File: src/rtl/sram_port_arbiter.sv
// Single-port SRAM arbiter: write/read request-grant, bounded-burst round robin,
// registered SRAM pins and read-data-valid tracking. Optional SRAM_ARB_STATS_EN adds conflict_cnt.
module sram_port_arbiter #(
  parameter int unsigned AW        = 20,
  parameter int unsigned DW        = 24,
  parameter int unsigned MAX_BURST = 16
) (
  input  logic          Clk_in,
  input  logic          Reset,
  input  logic          wr_req,
  input  logic [AW-1:0] wr_addr,
  input  logic [DW-1:0] wr_data,
  output logic          wr_gnt,
  input  logic          rd_req,
  input  logic [AW-1:0] rd_addr,
  output logic          rd_gnt,
  output logic          rd_dvalid,
  output logic [DW-1:0] rd_rdata,
  output logic          sram_en,
  output logic          sram_we,
  output logic [AW-1:0] sram_addr,
  output logic [DW-1:0] sram_din,
  input  logic [DW-1:0] sram_dout
`ifdef SRAM_ARB_STATS_EN
  ,
  output logic [15:0]   conflict_cnt
`endif
);

  typedef enum logic [1:0] {IDLE, WR_OWN, RD_OWN} state_t;

  localparam logic [7:0] MAXB = 8'(MAX_BURST);

  state_t        r_state, w_state_nxt;
  logic [7:0]    r_burst, w_burst_nxt, w_burst_inc;
  logic          w_wr_gnt, w_rd_gnt;
  logic          r_rd_issued, r_rd_dvalid;
  logic          r_sram_en, r_sram_we;
  logic [AW-1:0] r_sram_addr;
  logic [DW-1:0] r_sram_din;

  always_comb begin
    w_wr_gnt    = 1'b0;
    w_rd_gnt    = 1'b0;
    w_state_nxt = r_state;
    w_burst_nxt = r_burst;
    w_burst_inc = (r_burst >= MAXB) ? MAXB : r_burst + 8'd1;
    case (r_state)
      IDLE: begin
        if (wr_req) begin
          w_wr_gnt    = 1'b1;
          w_state_nxt = WR_OWN;
          w_burst_nxt = 8'd1;
        end else if (rd_req) begin
          w_rd_gnt    = 1'b1;
          w_state_nxt = RD_OWN;
          w_burst_nxt = 8'd1;
        end else begin
          w_burst_nxt = '0;
        end
      end
      // Owner keeps the port unless the other side waits and the burst is used up.
      WR_OWN: begin
        if (wr_req && (!rd_req || (r_burst < MAXB))) begin
          w_wr_gnt    = 1'b1;
          w_burst_nxt = w_burst_inc;
        end else if (rd_req) begin
          w_rd_gnt    = 1'b1;
          w_state_nxt = RD_OWN;
          w_burst_nxt = 8'd1;
        end else begin
          w_state_nxt = IDLE;
          w_burst_nxt = '0;
        end
      end
      RD_OWN: begin
        if (rd_req && (!wr_req || (r_burst < MAXB))) begin
          w_rd_gnt    = 1'b1;
          w_burst_nxt = w_burst_inc;
        end else if (wr_req) begin
          w_wr_gnt    = 1'b1;
          w_state_nxt = WR_OWN;
          w_burst_nxt = 8'd1;
        end else begin
          w_state_nxt = IDLE;
          w_burst_nxt = '0;
        end
      end
      default: begin
        w_state_nxt = IDLE;
        w_burst_nxt = '0;
      end
    endcase
    if (Reset) begin
      w_wr_gnt    = 1'b0;
      w_rd_gnt    = 1'b0;
      w_state_nxt = IDLE;
      w_burst_nxt = '0;
    end
  end

  always_ff @(posedge Clk_in) begin
    if (Reset) begin
      r_state     <= IDLE;
      r_burst     <= '0;
      r_sram_en   <= 1'b0;
      r_sram_we   <= 1'b0;
      r_sram_addr <= '0;
      r_sram_din  <= '0;
      r_rd_issued <= 1'b0;
      r_rd_dvalid <= 1'b0;
    end else begin
      r_state     <= w_state_nxt;
      r_burst     <= w_burst_nxt;
      r_rd_issued <= w_rd_gnt;
      r_rd_dvalid <= r_rd_issued;
      if (w_wr_gnt) begin
        r_sram_en   <= 1'b1;
        r_sram_we   <= 1'b1;
        r_sram_addr <= wr_addr;
        r_sram_din  <= wr_data;
      end else if (w_rd_gnt) begin
        r_sram_en   <= 1'b1;
        r_sram_we   <= 1'b0;
        r_sram_addr <= rd_addr;
      end else begin
        r_sram_en   <= 1'b0;
        r_sram_we   <= 1'b0;
      end
    end
  end

`ifdef SRAM_ARB_STATS_EN
  logic [15:0] r_conflict;

  always_ff @(posedge Clk_in) begin
    if (Reset) begin
      r_conflict <= '0;
    end else if (wr_req && rd_req && (r_conflict != '1)) begin
      r_conflict <= r_conflict + 16'd1;
    end
  end

  assign conflict_cnt = r_conflict;
`endif

  assign wr_gnt    = w_wr_gnt;
  assign rd_gnt    = w_rd_gnt;
  assign rd_dvalid = r_rd_dvalid;
  assign rd_rdata  = sram_dout;
  assign sram_en   = r_sram_en;
  assign sram_we   = r_sram_we;
  assign sram_addr = r_sram_addr;
  assign sram_din  = r_sram_din;

endmodule

File: config.mk
export PLATFORM = sky130hd
export DESIGN_NAME = sram_port_arbiter
export DESIGN_NICKNAME = d
export VERILOG_FILES = /design/src/rtl/sram_port_arbiter.sv
export SDC_FILE = /design/constraint.sdc
export NUM_CORES = 1
export LEC_CHECK = 0
export ABC_AREA = 1
export ABC_CLOCK_PERIOD_IN_PS = 1700
export BUFFER_PORTS_ARGS = -buffer_cell sky130_fd_sc_hd__buf_2
export CORE_ASPECT_RATIO = 1.75
export CORE_MARGIN = 5
export CORE_UTILIZATION = 42
export DETAILED_ROUTE_END_ITERATION = 16
export GPL_TIMING_DRIVEN = 0
export HOLD_SLACK_MARGIN = 0.03
export PLACE_DENSITY = 0.87
export SYNTH_ARGS = -nofsm -noshare
export SYNTH_HDL_FRONTEND = slang
export SYNTH_SLANG_ARGS = --single-unit
File: constraint.sdc
create_clock -name Clk_in -period 1.7 [get_ports Clk_in]
set_input_delay 0.17 -clock Clk_in [delete_from_list [all_inputs] [get_ports Clk_in]]
set_output_delay 0.17 -clock Clk_in [all_outputs]
set_load 0.02 [all_outputs]
==> metrics <==
run status=finished, final reports clean; CP Data Required Time=1.53 ns; post-DR vias/cell=4.732; grt total ovfl=0; largest net degree at the start of global routing=11; most common cell after layout, fill and taps aside=buf_2; # nets final=638; initial core utilization=42.54%; Final Hold Viols=0; leading area contributor after synthesis=dfxtp_1; PwrDens=913.5 nW/um2; Placed Area=3397 um2; CP max FO=4; period utilization=95.48%; main area contributors after synthesis=dfxtp_1 (45%), nand2_1 (15%), nand3_1 (14%); number of remaining DRC errors=0; CTS Sinks=58; Clock Path Buffers=2; CTS clk-pin slew, worst paths=0.06 ns; Synth-to-Final Area Change=47.99%; Cells after Synth=369; final WL=8174 um; port bufs=140; Post-Synth XOR/XNOR Area=0.6767%; mux contribution to synthesized area=0%; first-pass GRT wire length=13310 um; Worst Max-Slew Pin Slew=0.5092 ns; number of setup violations in the final report=0; area taken by multi-input logic gates=1031 um2; Non-Filler Instances=628; most frequent cells in the layout=buf_2 (146), nand2_1 (96), nand3_1 (69); Routed Antenna Nets=0; Skew-Pair Late Insertion Delay=0.33 ns; DR vias=2972; DIE AREA=7895 um2; RSZ-0062 raised after global routing=yes; ratio of cells with drive above 1 in the final layout=38.14%; fin area=3831 um2; Num CTS Buffers=9; IO Pins=165; Cell Rows=38; CTS root buffer=clkbuf_8; max_slew headroom=66.05%; antenna diode count=0; post-place setup slack=0.02928 ns; Post-Synth Adder-Cell Area=0.9667%; CP Launch Type=register; complex-gate fraction of the synthesized area=1.498%; Fill cells=593; Die Span Y=113.9 um; Final WS setup=0.07679 ns; library cells used by synthesis=19; DR iter-0 viols=135; DRT Pass-1 Iters=5; hold depth=3; Tmin final=1.623 ns; Horiz. Die Dim=69.35 um; Setup Crit Path Kind=reg2out; largest family of logic cells by synthesized area=simple AND/OR/NAND/NOR gates; Core ar.=6086 um2; Max Slew Vio Count=0; placed cell count=591; WL/cell=13.02 um; post-DP HPWL=5926 um; Worst EP arrival=1.45 ns; FF+latch area=1164 um2; vias in the first global route=2951; simple-gate area share of the yosys netlist=35.38%; maximum clock frequency=0.6161 GHz; Synth top area share=44.85%; CTS tree=yes; worst clock skew=0.004779 ns; Reg2Reg Depth=11; gr usage total=21.10%; critical path endpoint category=output pin; CTS HTree Levels=3; Hold Crit Class=in2reg; P_leak=2.244 nW; max-cap viol count=0; initial antenna violation count=0; Synth Register Bits=58; Yosys warnings=0; post-synthesis sequential area ratio=44.85%; Syn Area/Cell=7.016 um2; Final GP Congestion=0.9659; VDD IR max=0.6386 mV; post-synthesis cell area=2589 um2
==> worst paths after layout <==
| kind | endpoint | slack (ns) | from |
|---|---|---|---|
| worst max-delay path | wr_gnt | 0.08 | r_state[0]$_SDFFE_PP0P_ |
| worst min-delay path | sram_din[11]$_SDFFE_PP0P_ | 0.05 | wr_data[11] |
| worst max register to register | sram_din[22]$_SDFFE_PP0P_ | 0.16 | r_burst[7]$_SDFF_PP0_ |
| worst min register to register | rd_dvalid$_SDFF_PP0_ | 0.42 | r_rd_issued$_SDFF_PP0_ |
==> cell type report <==
cell class              count  share of cell area [%]
plain buffers              42                   7.413
clock buffers              13                   4.670
clock inverters             2                  0.2613
inverters                  36                   3.592
multi-input cells         234                   26.91
flip-flops and latches     58                   30.37
well taps                  80                   2.613
repair buffers            163                   24.17
==> stage by stage <==
step / TNS, ns / hold slack, ns / util, % / power [W]
2_1_floorplan: 0 / 0.2805 / - / 0.002009
3_3_place_gp: 0 / 0.3627 / 55.82 / 0.002266
3_5_place_dp: 0 / 0.3679 / 55.82 / 0.002288
4_1_cts: 0 / 0.03050 / 62.44 / 0.003521
5_1_grt: -0.02845 / 0.04420 / 62.95 / 0.003684
6_report: 0 / 0.04786 / 62.95 / 0.003500
==> cell families (layout without fill, tap and decap cells) <==
| group | Yosys count | after routing |
|---|---|---|
| xor+xnor | 2 | 2 |
| simple gates | 220 | 220 |
| fa+ha+maj | 2 | 2 |
| flops | 58 | 58 |
| compound gates | 7 | 7 |
| buf+inv | 79 | 256 |
| other cells | 1 | 3 |
==> power by group <==
group	leakage, nW	internal (W)	switching, W
Sequential	0.480	0.00147	0.0000541
Clock	0.101	0.000675	0.000509
Combinational	1.66	0.000326	0.000469
==> registers in the layout, indices dropped and copies added, names as in the netlist <==
signal and flops:
sram_din 24, sram_addr 20, r_burst 8, r_state 2
r_rd_issued 1, rd_dvalid 1, sram_en 1, sram_we 1
==> worst max-delay path: stages (launching register included) <==
cell and delay (ns):
dfxtp_2 0.36, inv_2 0.06, nor2_2 0.13, nand3_1 0.15, nand2_2 0.12, nand2_2 0.08, inv_4 0.08, buf_4 0.14
==> Yosys cell counts <==
master and n:
o21ai_0 3, o311ai_0 1, buf_4 26, nand2_1 101
clkbuf_1 3, a21oi_1 3, inv_1 34, nand3_1 70
buf_6 3, buf_1 3, xnor2_1 1, nor2_2 1
conb_1 1, ha_1 2, buf_2 8, inv_2 2
xor2_1 1, nor2_1 48, dfxtp_1 58
==> metal layers <==
layer	track usage (%)	vias up	routed length, um
met3	7.848	16	854
met4	11.73	0	199
met1	19.86	1328	2765
li1	-	1464	-
met2	38.78	164	4354
met5	0	-	0
==> timing repair <==
action / 4_1_cts / 5_1_grt
hold buffers: 19 / 0
pin swaps: 1 / 1
setup endpoints to repair: 2 / 8
buffers inserted: 3 / 1
gates resized for setup: 5 / 10
hold endpoints to repair: 19 / 0
No activity file was read; power rests on OpenSTA's default activity.
